$ cat config.mk
export PLATFORM = sky130hd
export DESIGN_NAME = uart_tx_fifo
export DESIGN_NICKNAME = d
export VERILOG_FILES = /design/src/rtl/uart_pkg.sv /design/src/rtl/uart_tx_fifo_tx_fifo.sv /design/src/rtl/uart_tx_fifo.sv
export SDC_FILE = /design/constraint.sdc
export NUM_CORES = 1
export LEC_CHECK = 0
export BUFFER_PORTS_ARGS = -buffer_cell sky130_fd_sc_hd__buf_2
export CORE_MARGIN = 3
export CORE_UTILIZATION = 40
export CTS_CLUSTER_SIZE = 16
export DETAILED_ROUTE_END_ITERATION = 10
export PLACE_DENSITY = 0.55
export SYNTH_ARGS = -nofsm -noshare
export SYNTH_HDL_FRONTEND = slang
export SYNTH_HIERARCHICAL = 1
export SYNTH_SLANG_ARGS = --single-unit
$ cat constraint.sdc
create_clock -name clock -period 2.7 [get_ports clock]
set_input_delay 0.135 -clock clock [delete_from_list [all_inputs] [get_ports clock]]
set_output_delay 0.135 -clock clock [all_outputs]
set_load 0.03 [all_outputs]
$ cat src/rtl/uart_pkg.sv
// Shared UART TX types and defaults. UART_TX_PARITY_EN adds the even-parity state.
package uart_pkg;

  localparam int DEFAULT_CLKS_PER_BIT = 1250;
  localparam int DEFAULT_FIFO_DEPTH   = 4;

`ifdef UART_TX_PARITY_EN
  typedef enum logic [2:0] {IDLE, START, DATA, PARITY, STOP} uart_state_t;
  localparam int FRAME_BITS = 11;
`else
  typedef enum logic [1:0] {IDLE, START, DATA, STOP} uart_state_t;
  localparam int FRAME_BITS = 10;
`endif

  function automatic logic even_parity(input logic [7:0] b);
    return ^b;
  endfunction

endpackage

$ cat src/rtl/uart_tx_fifo_tx_fifo.sv
// Byte FIFO for the UART transmitter: wrap-bit pointers, sticky overflow on dropped writes.
module tx_fifo #(
  parameter int DEPTH = 4,
  parameter int WIDTH = 8
) (
  input  logic             clk,
  input  logic             rst,
  input  logic             wr,
  input  logic [WIDTH-1:0] wdata,
  input  logic             pop,
  output logic [WIDTH-1:0] rdata,
  output logic             full,
  output logic             empty,
  output logic             overflow
);
  localparam int AW = $clog2(DEPTH);

  logic [AW:0]      wptr, rptr;
  logic [WIDTH-1:0] mem [DEPTH];
  logic             do_wr, do_pop;

  assign empty  = (wptr == rptr);
  assign full   = (wptr[AW] != rptr[AW]) && (wptr[AW-1:0] == rptr[AW-1:0]);
  // full is the pre-pop view, so a write while full is dropped even if a pop happens too
  assign do_wr  = wr && !full;
  assign do_pop = pop && !empty;
  assign rdata  = mem[rptr[AW-1:0]];

  always_ff @(posedge clk or posedge rst) begin
    if (rst) begin
      wptr     <= '0;
      rptr     <= '0;
      overflow <= 1'b0;
    end else begin
      if (do_wr)      wptr     <= wptr + (AW+1)'(1);
      if (do_pop)     rptr     <= rptr + (AW+1)'(1);
      if (wr && full) overflow <= 1'b1;
    end
  end

  always_ff @(posedge clk) begin
    if (do_wr) mem[wptr[AW-1:0]] <= wdata;
  end

endmodule

$ cat src/rtl/uart_tx_fifo.sv
// UART transmitter with input byte FIFO, 8N1 framing, LSB first.
// Define UART_TX_PARITY_EN for 8E1 (even parity bit between data and stop).
module uart_tx_fifo
  import uart_pkg::*;
#(
  parameter int CLKS_PER_BIT = DEFAULT_CLKS_PER_BIT,
  parameter int FIFO_DEPTH   = DEFAULT_FIFO_DEPTH
) (
  input  logic       clock,
  input  logic       rst,
  input  logic [7:0] tx_data,
  input  logic       tx_wr,
  output logic       full,
  output logic       empty,
  output logic       overflow,
  output logic       busy,
  output logic       tx
);
  localparam int TW = (CLKS_PER_BIT > 1) ? $clog2(CLKS_PER_BIT) : 1;

  uart_state_t state, state_nxt;
  logic [TW-1:0] timer, timer_nxt;
  logic [2:0]    bit_idx, idx_nxt;
  logic [7:0]    shreg, sh_nxt;
  logic [7:0]    head;
  logic          pop, tx_nxt, bit_done;
`ifdef UART_TX_PARITY_EN
  logic          par, par_nxt;
`endif

  tx_fifo #(.DEPTH(FIFO_DEPTH), .WIDTH(8)) u_fifo (
    .clk      (clock),
    .rst      (rst),
    .wr       (tx_wr),
    .wdata    (tx_data),
    .pop      (pop),
    .rdata    (head),
    .full     (full),
    .empty    (empty),
    .overflow (overflow)
  );

  assign bit_done = (timer == TW'(CLKS_PER_BIT - 1));
  assign busy     = (state != IDLE);

  always_ff @(posedge clock or posedge rst) begin
    if (rst) begin
      state   <= IDLE;
      timer   <= '0;
      bit_idx <= '0;
      shreg   <= '0;
      tx      <= 1'b1;
`ifdef UART_TX_PARITY_EN
      par     <= 1'b0;
`endif
    end else begin
      state   <= state_nxt;
      timer   <= timer_nxt;
      bit_idx <= idx_nxt;
      shreg   <= sh_nxt;
      tx      <= tx_nxt;
`ifdef UART_TX_PARITY_EN
      par     <= par_nxt;
`endif
    end
  end

  always_comb begin
    state_nxt = state;
    timer_nxt = timer + TW'(1);
    idx_nxt   = bit_idx;
    sh_nxt    = shreg;
    pop       = 1'b0;
`ifdef UART_TX_PARITY_EN
    par_nxt   = par;
`endif
    case (state)
      IDLE: begin
        timer_nxt = '0;
        if (!empty) begin
          pop       = 1'b1;
          sh_nxt    = head;
          state_nxt = START;
`ifdef UART_TX_PARITY_EN
          par_nxt   = even_parity(head);
`endif
        end
      end
      START: if (bit_done) begin
        timer_nxt = '0;
        idx_nxt   = '0;
        state_nxt = DATA;
      end
      DATA: if (bit_done) begin
        timer_nxt = '0;
        if (bit_idx == 3'd7) begin
`ifdef UART_TX_PARITY_EN
          state_nxt = PARITY;
`else
          state_nxt = STOP;
`endif
        end else begin
          idx_nxt = bit_idx + 3'd1;
          sh_nxt  = {1'b0, shreg[7:1]};
        end
      end
`ifdef UART_TX_PARITY_EN
      PARITY: if (bit_done) begin
        timer_nxt = '0;
        state_nxt = STOP;
      end
`endif
      STOP: if (bit_done) begin
        timer_nxt = '0;
        state_nxt = IDLE;
      end
      default: begin
        timer_nxt = '0;
        state_nxt = IDLE;
      end
    endcase

    // tx is registered from next-state values so the line is glitch-free
    case (state_nxt)
      START:   tx_nxt = 1'b0;
      DATA:    tx_nxt = sh_nxt[0];
`ifdef UART_TX_PARITY_EN
      PARITY:  tx_nxt = par_nxt;
`endif
      default: tx_nxt = 1'b1;
    endcase
  end

endmodule

======== Yosys cells after proc, flatten, opt, wreduce, memory -nomap -nowiden ========
Memories as Yosys holds them, arrays and structs flattened.
Index checks and enable logic that the tools add are counted.
storage, ports and cells
  register bits ........................... 32
  memories ................................ 1
  output and inout port bits .............. 5
  word-level logic and storage cells ...... 62
  memory bits (writable) .................. 32
operators by class
  equality and inequality tests ........... 14
  muxes and demuxes ....................... 21
  add/subtract/negate cells ............... 4
  reductions and logical operators ........ 13
memory list
  name        words  bits a word  read ports  clocked after memory_dff  wr ports  line                        source
  u_fifo.mem  4      8            1           0                         1         uart_tx_fifo_tx_fifo.sv:19  logic [WIDTH-1:0] mem [DEPTH];
operators by type and width
  kind                                                  number
  two-way mux 8 bit                                     3
  case mux 11 bit (2 select lines)                      1
  case mux 8 bit (2 select lines)                       1
  adder 11 x 1 -> 11 bit (second input constant)        1
  equality test 11 bit (second input constant)          1
  two-way mux 11 bit                                    1
  two-way mux 2 bit                                     5
  adder 3 x 1 -> 3 bit (second input constant)          3
  two-way mux 3 bit                                     3
  inequality test 2 bit (second input constant)         4
  case mux 2 bit (4 select lines)                       1
  AND reduction 4 bit                                   2
  equality test 2 bit (second input constant)           3
  case mux 3 bit (2 select lines)                       1
  nonzero test 2 bit                                    3
  equality test 2 x 1 -> 1 bit (second input constant)  2
  logical AND 1 bit                                     4
  two-way mux 1 bit                                     4
  equality test 3 bit                                   1
  equality test 3 bit (second input constant)           1
  OR reduction 3 bit                                    1
  equality test 2 bit                                   1
  zero test 1 bit                                       2
  zero test 2 bit                                       1
  other kinds (2)                                       2

======== Depth between registers and ports, before layout ========
  depth in word-level cells ............... 6
  mapped depth ............................ 7
  mapped depth without buffers ............ 6

======== Hierarchy ========
The synthesis kept the hierarchy.
modules (own cells, without submodules)
  module        area each (um2)  cells an instance  times used  seq. area each (um2)
  tx_fifo       1690.4           92                 1           1136.1
  uart_tx_fifo  1326.3           124                1           626.9

======== Worst setup path after synthesis ========
OpenSTA, ideal clock, no wires.
  path type ............................... register to register
  start ................................... reg u_fifo.wptr[2]
  end ..................................... reg tx
  arrival ................................. 2.595 ns
  period minus slack after synthesis ...... 2.677 ns
  data required time ...................... 2.618 ns
  slack ................................... 0.023 ns
  path buffers ............................ 0
  stages on the path, launching flop included .. 7
  cell sequence ........................... dfrtp_1 > xor2_2 > nor3_1 > or4b_2 > o221ai_1 > a211o_2 > a211o_1
RTL lines
  what                             line                        source
  from (decl)                      uart_tx_fifo_tx_fifo.sv:18  logic [AW:0] wptr, rptr;
  from (signal assigned)           uart_tx_fifo_tx_fifo.sv:35  if (do_wr) wptr <= wptr + (AW+1)'(1);
  equality test 3 bit              uart_tx_fifo_tx_fifo.sv:22  assign empty = (wptr == rptr);
  net empty                        uart_tx_fifo.sv:14          output logic empty,
  two-way mux 8 bit                uart_tx_fifo.sv:80          if (!empty) begin
  case mux 8 bit (2 select lines)  uart_tx_fifo.sv:77          case (state)
  net sh_nxt[0]                    uart_tx_fifo.sv:24          logic [7:0] shreg, sh_nxt;
  case mux 1 bit (2 select lines)  uart_tx_fifo.sv:124         case (state_nxt)
  net tx_nxt                       uart_tx_fifo.sv:26          logic pop, tx_nxt, bit_done;
  to (signal assigned)             uart_tx_fifo.sv:61          tx <= tx_nxt;
  to (decl)                        uart_tx_fifo.sv:17          output logic tx
The timed path passes the listed nets, and every way through them passes these cells. The select of a mux whose other input is x is not followed.
A chain may end at the register's enable or synchronous reset.

======== Worst setup path in the final report ========
  start ................................... reg u_fifo.wptr[1]
  end ..................................... reg u_fifo.rptr[1]
on the way
  longest elaborated chain between the ends .. 4
RTL lines
  what                  line                        source
  equality test 3 bit   uart_tx_fifo_tx_fifo.sv:22
  two-way mux 1 bit     uart_tx_fifo.sv:80
  two-way mux 1 bit     uart_tx_fifo.sv:77
  net pop               uart_tx_fifo.sv:26
  logical AND 1 bit     uart_tx_fifo_tx_fifo.sv:26  assign do_pop = pop && !empty;
  to (signal assigned)  uart_tx_fifo_tx_fifo.sv:36  if (do_pop) rptr <= rptr + (AW+1)'(1);
  to (decl)             uart_tx_fifo_tx_fifo.sv:18
The timed path passes the listed nets, and every way through them passes these cells.

==> summary.txt <==
Floorplan
  – # IOs: 16
  – Starting Density: 41.37%
  – Site Rows: 31
  – Die X: 92.84 um
  – Core ar.: 7292 um2
  – Die area: 8619 um2
  – Die Span Y: 92.84 um

STA
  – Pins Over Slew Limit: 0
  – Unrepaired setup endpoints after global routing: false
  – Setup-failing EPs final: 0
  – Slew HR: 35.94%
  – Fmax: 431.4 MHz
  – Final hold vios: 0
  – Min Clock Period, post-route: 2.318 ns
  – Layout Skew: 0.006481 ns
  – Period utilization: 85.85%
  – PnR worst setup slack: 0.3820 ns
  – Tightest Pin Transition: 0.9598 ns
  – Setup TNS: 0 ns

Run status
  – Status: completed

Worst setup path
  – Worst path cell trace: xor2_1, nor3_1, buf_4, nor3_1, nand2b_1, a21oi_1, a211oi_2
  – Slowest cell delay on critical path: 0.55 ns
  – CP required: 2.92 ns
  – Buf/Inv on CP: 1
  – Crit end category: register
  – Slowest stage cell, crit path: nor3_1
  – Crit path launch type: register
  – R2R Path End: u_fifo/rptr[1]
  – Most numerous cell on the critical path: nor3_1
  – Worst Setup SP: u_fifo/wptr[1]
  – R2R depth: 7
  – Reg2reg start: u_fifo/wptr[1]
  – Worst reg-to-reg setup slack: 0.38 ns
  – Setup CP Type: register to register
  – Delay-heaviest family, CP: simple AND/OR/NAND/NOR gates
  – Critical Path AT: 2.54 ns
  – Crit-path max FO: 7
  – Worst path depth: 7
  – Critical Path Sink: u_fifo/rptr[1]

CTS
  – H-tree depth: 3
  – Clk Latency, worst-skew pair: 0.34 ns
  – CTS tree: built
  – CTS sink count: 64
  – Post_cts resized: 0
  – CTS Buf Count: 9
  – CTS Root Cell: clkbuf_8
  – Clock buffer depth: 2
  – Worst-path clk slew: 0.07 ns

Power
  – Flop pwr share: 44.8%
  – Leakage: 0.001374 uW
  – Power per cell area: 904.4 nW/um2
  – VDD IR max: 0.5187 mV
  – Internal power: 2151 uW
  – Switch Pwr: 1021 uW
  – Gate power share: 26.8%
  – Switch share: 32.18%
  – Part of the power in the clock network: 28.5%

Final layout
  – Fillers: 686
  – Nets@finish: 270
  – Register area: 1763 um2
  – Non-filler cells, final: 354
  – Share of cells above drive strength 1: 24.71%
  – Area growth syn-to-layout: 16.26%
  – Ant diodes: 0
  – Area taken by multi-input logic gates: 1156 um2

Placed design
  – Pre-CTS setup slack: 0.3848 ns
  – PortBufs: 15
  – Hpwl dp: 3705 um
  – Placer Congestion: 0.7102
  – Placed cell count: 330

GRT
  – Vias in the first global route: 1818
  – Pin count of the biggest net entering global routing: 26
  – Gr ovfl total: 0
  – Global-route wire length before repair: 9356 um
  – Tot GR Track Use: 14.26%
  – Antenna violations before repair: 0

Logic synthesis
  – Seq/Total Area, Yosys: 58.44%
  – Cells after Synth: 216
  – Mapped Avg Cell Area: 13.97 um2
  – Number of flops mapped to enable cells by yosys: 32
  – Netlist cell types: 56
  – Synth top area cells: edfxtp_1 32%, dfrtp_1 26%, mux4_2 6.0%
  – Mapped Nets: 236
  – Top cell type's share of synthesized area: 31.85%
  – Mapped Area: 3017 um2
  – Yosys warns: 6
  – Fraction of registers with async set/reset: 50.00%
  – Main synth FF type: edfxtp_1
  – Yosys top cell by area: edfxtp_1
  – FF+latch count, synth: 64

Route
  – Avg WL per Cell: 15.56 um
  – Post-route ant nets: 0
  – # DRC: 0
  – Final wirelength: 5508 um
  – DRT iter0 DRCs: 63
  – Routed vias/inst: 5.105
  – DRT Pass-1 Iters: 4
  – Via count: 1807

Min path
  – Worst min-delay path class: input port to register
  – Worst min-delay path startpoint: tx_data[1]

Run
  – Max-cap violations: 0
==> cells by family after synthesis <==
logic type	synth area share (%)
AOI/OAI and AO/OA	11.95
xor gates and xnor gates	6.305
adders and majority gates	3.733
buffers and inverters	3.235
DFF	58.44
muxes	5.973
and+or+nand+nor	10.37
==> sequential cells by signal (all words and copies together), names as in the netlist <==
| register | cells |
|---|---|
| state | 2 |
| bit_idx | 3 |
| tx | 1 |
| u_fifo/rptr | 3 |
| u_fifo/overflow | 1 |
| u_fifo/wptr | 3 |
| shreg | 8 |
| timer | 11 |
| u_fifo/mem | 32 |
==> worst min-delay path by stage <==
stage / cells after the start / endpoint
2_1_floorplan: 1 / u_fifo/overflow
3_3_place_gp: 2 / u_fifo/rptr[2]
3_5_place_dp: 2 / u_fifo/rptr[2]
4_1_cts: 1 / u_fifo/mem[1][1]
5_1_grt: 1 / u_fifo/mem[0][1]
6_report: 1 / u_fifo/mem[0][1]
==> metal layers <==
layer  up-vias  track usage [%]  wire length [um]
met4         0            5.861                75
met3         8            4.468               201
li1        881                -                 -
met1       893            18.23              2576
met2        25            22.44              2655
met5         -                0                 0
==> final cells by class <==
type | instances | area share [%]
clock buffers | 9 | 3.532
clock inverters | 7 | 2.711
inverters | 10 | 1.070
multi-input cells | 135 | 32.96
flip-flops and latches | 64 | 50.27
well taps | 99 | 3.532
repair buffers | 30 | 5.922
==> layout by cell type (no fill, tap or decap), types with 2 or more instances in the layout <==
cell           instances
buf_2                 15
xnor2_1               10
clkbuf_8               9
o2bb2ai_1              8
clkinv_4               2
a211oi_2               2
inv_1                  9
dfrtp_1               31
ha_1                   9
buf_4                  7
nor3_1                 4
xor2_1                 8
nor2b_1                2
a21oi_1                7
nand2b_1               2
a22oi_1                6
nand3_1                3
nor2_1                14
o31a_1                 2
nand2_1               11
o221ai_1               2
bufinv_16              2
nand4_1                3
mux4_2                 8
o21ai_0                2
and3_1                 4
dlygate4sd3_1          8
o31ai_2                2
edfxtp_1              32
==> metrics by stage <==
stage                     hold slack, ns  total power (uW)  util [%]  cell area (um2)
after floorplan                 -0.06160              2037         -             3017
after global placement            0.1117              2283     43.99             3208
after detailed placement          0.1123              2290     43.99             3208
after CTS                      0.0009226              3216     48.10             3507
after global routing            0.009111              3369     48.10             3507
final                            0.01985              3172     48.10             3507
==> repair_timing <==
item,in CTS,in global routing
buffers inserted,0,0
hold buffers,8,0
endpoints found under the hold margin,34,0
==> Yosys cell counts (2+ instances only) <==
master / number
o2bb2ai_1: 8
xnor2_1: 10
nand4_1: 3
o21ai_0: 2
clkbuf_8: 2
o221ai_1: 2
inv_1: 9
and3_1: 4
nand2_1: 11
xor2_1: 8
nand2b_1: 2
a211oi_2: 2
a22oi_1: 6
dfrtp_1: 31
nor2b_1: 2
edfxtp_1: 32
nor3_1: 4
a21oi_1: 7
nand3_1: 3
o31a_1: 2
buf_2: 2
nor2_1: 14
mux4_2: 8
ha_1: 9
o31ai_2: 2
==> power groups by stage <==
stage               clock network [uW]  registers, uW  logic [uW]
floorplan                            0           1390         645
global placement                     0           1440         844
detailed placement                   0           1440         849
CTS                                933           1420         860
global route                       978           1450         942
finish                             904           1420         849
Power figures use the tool's default switching activity.
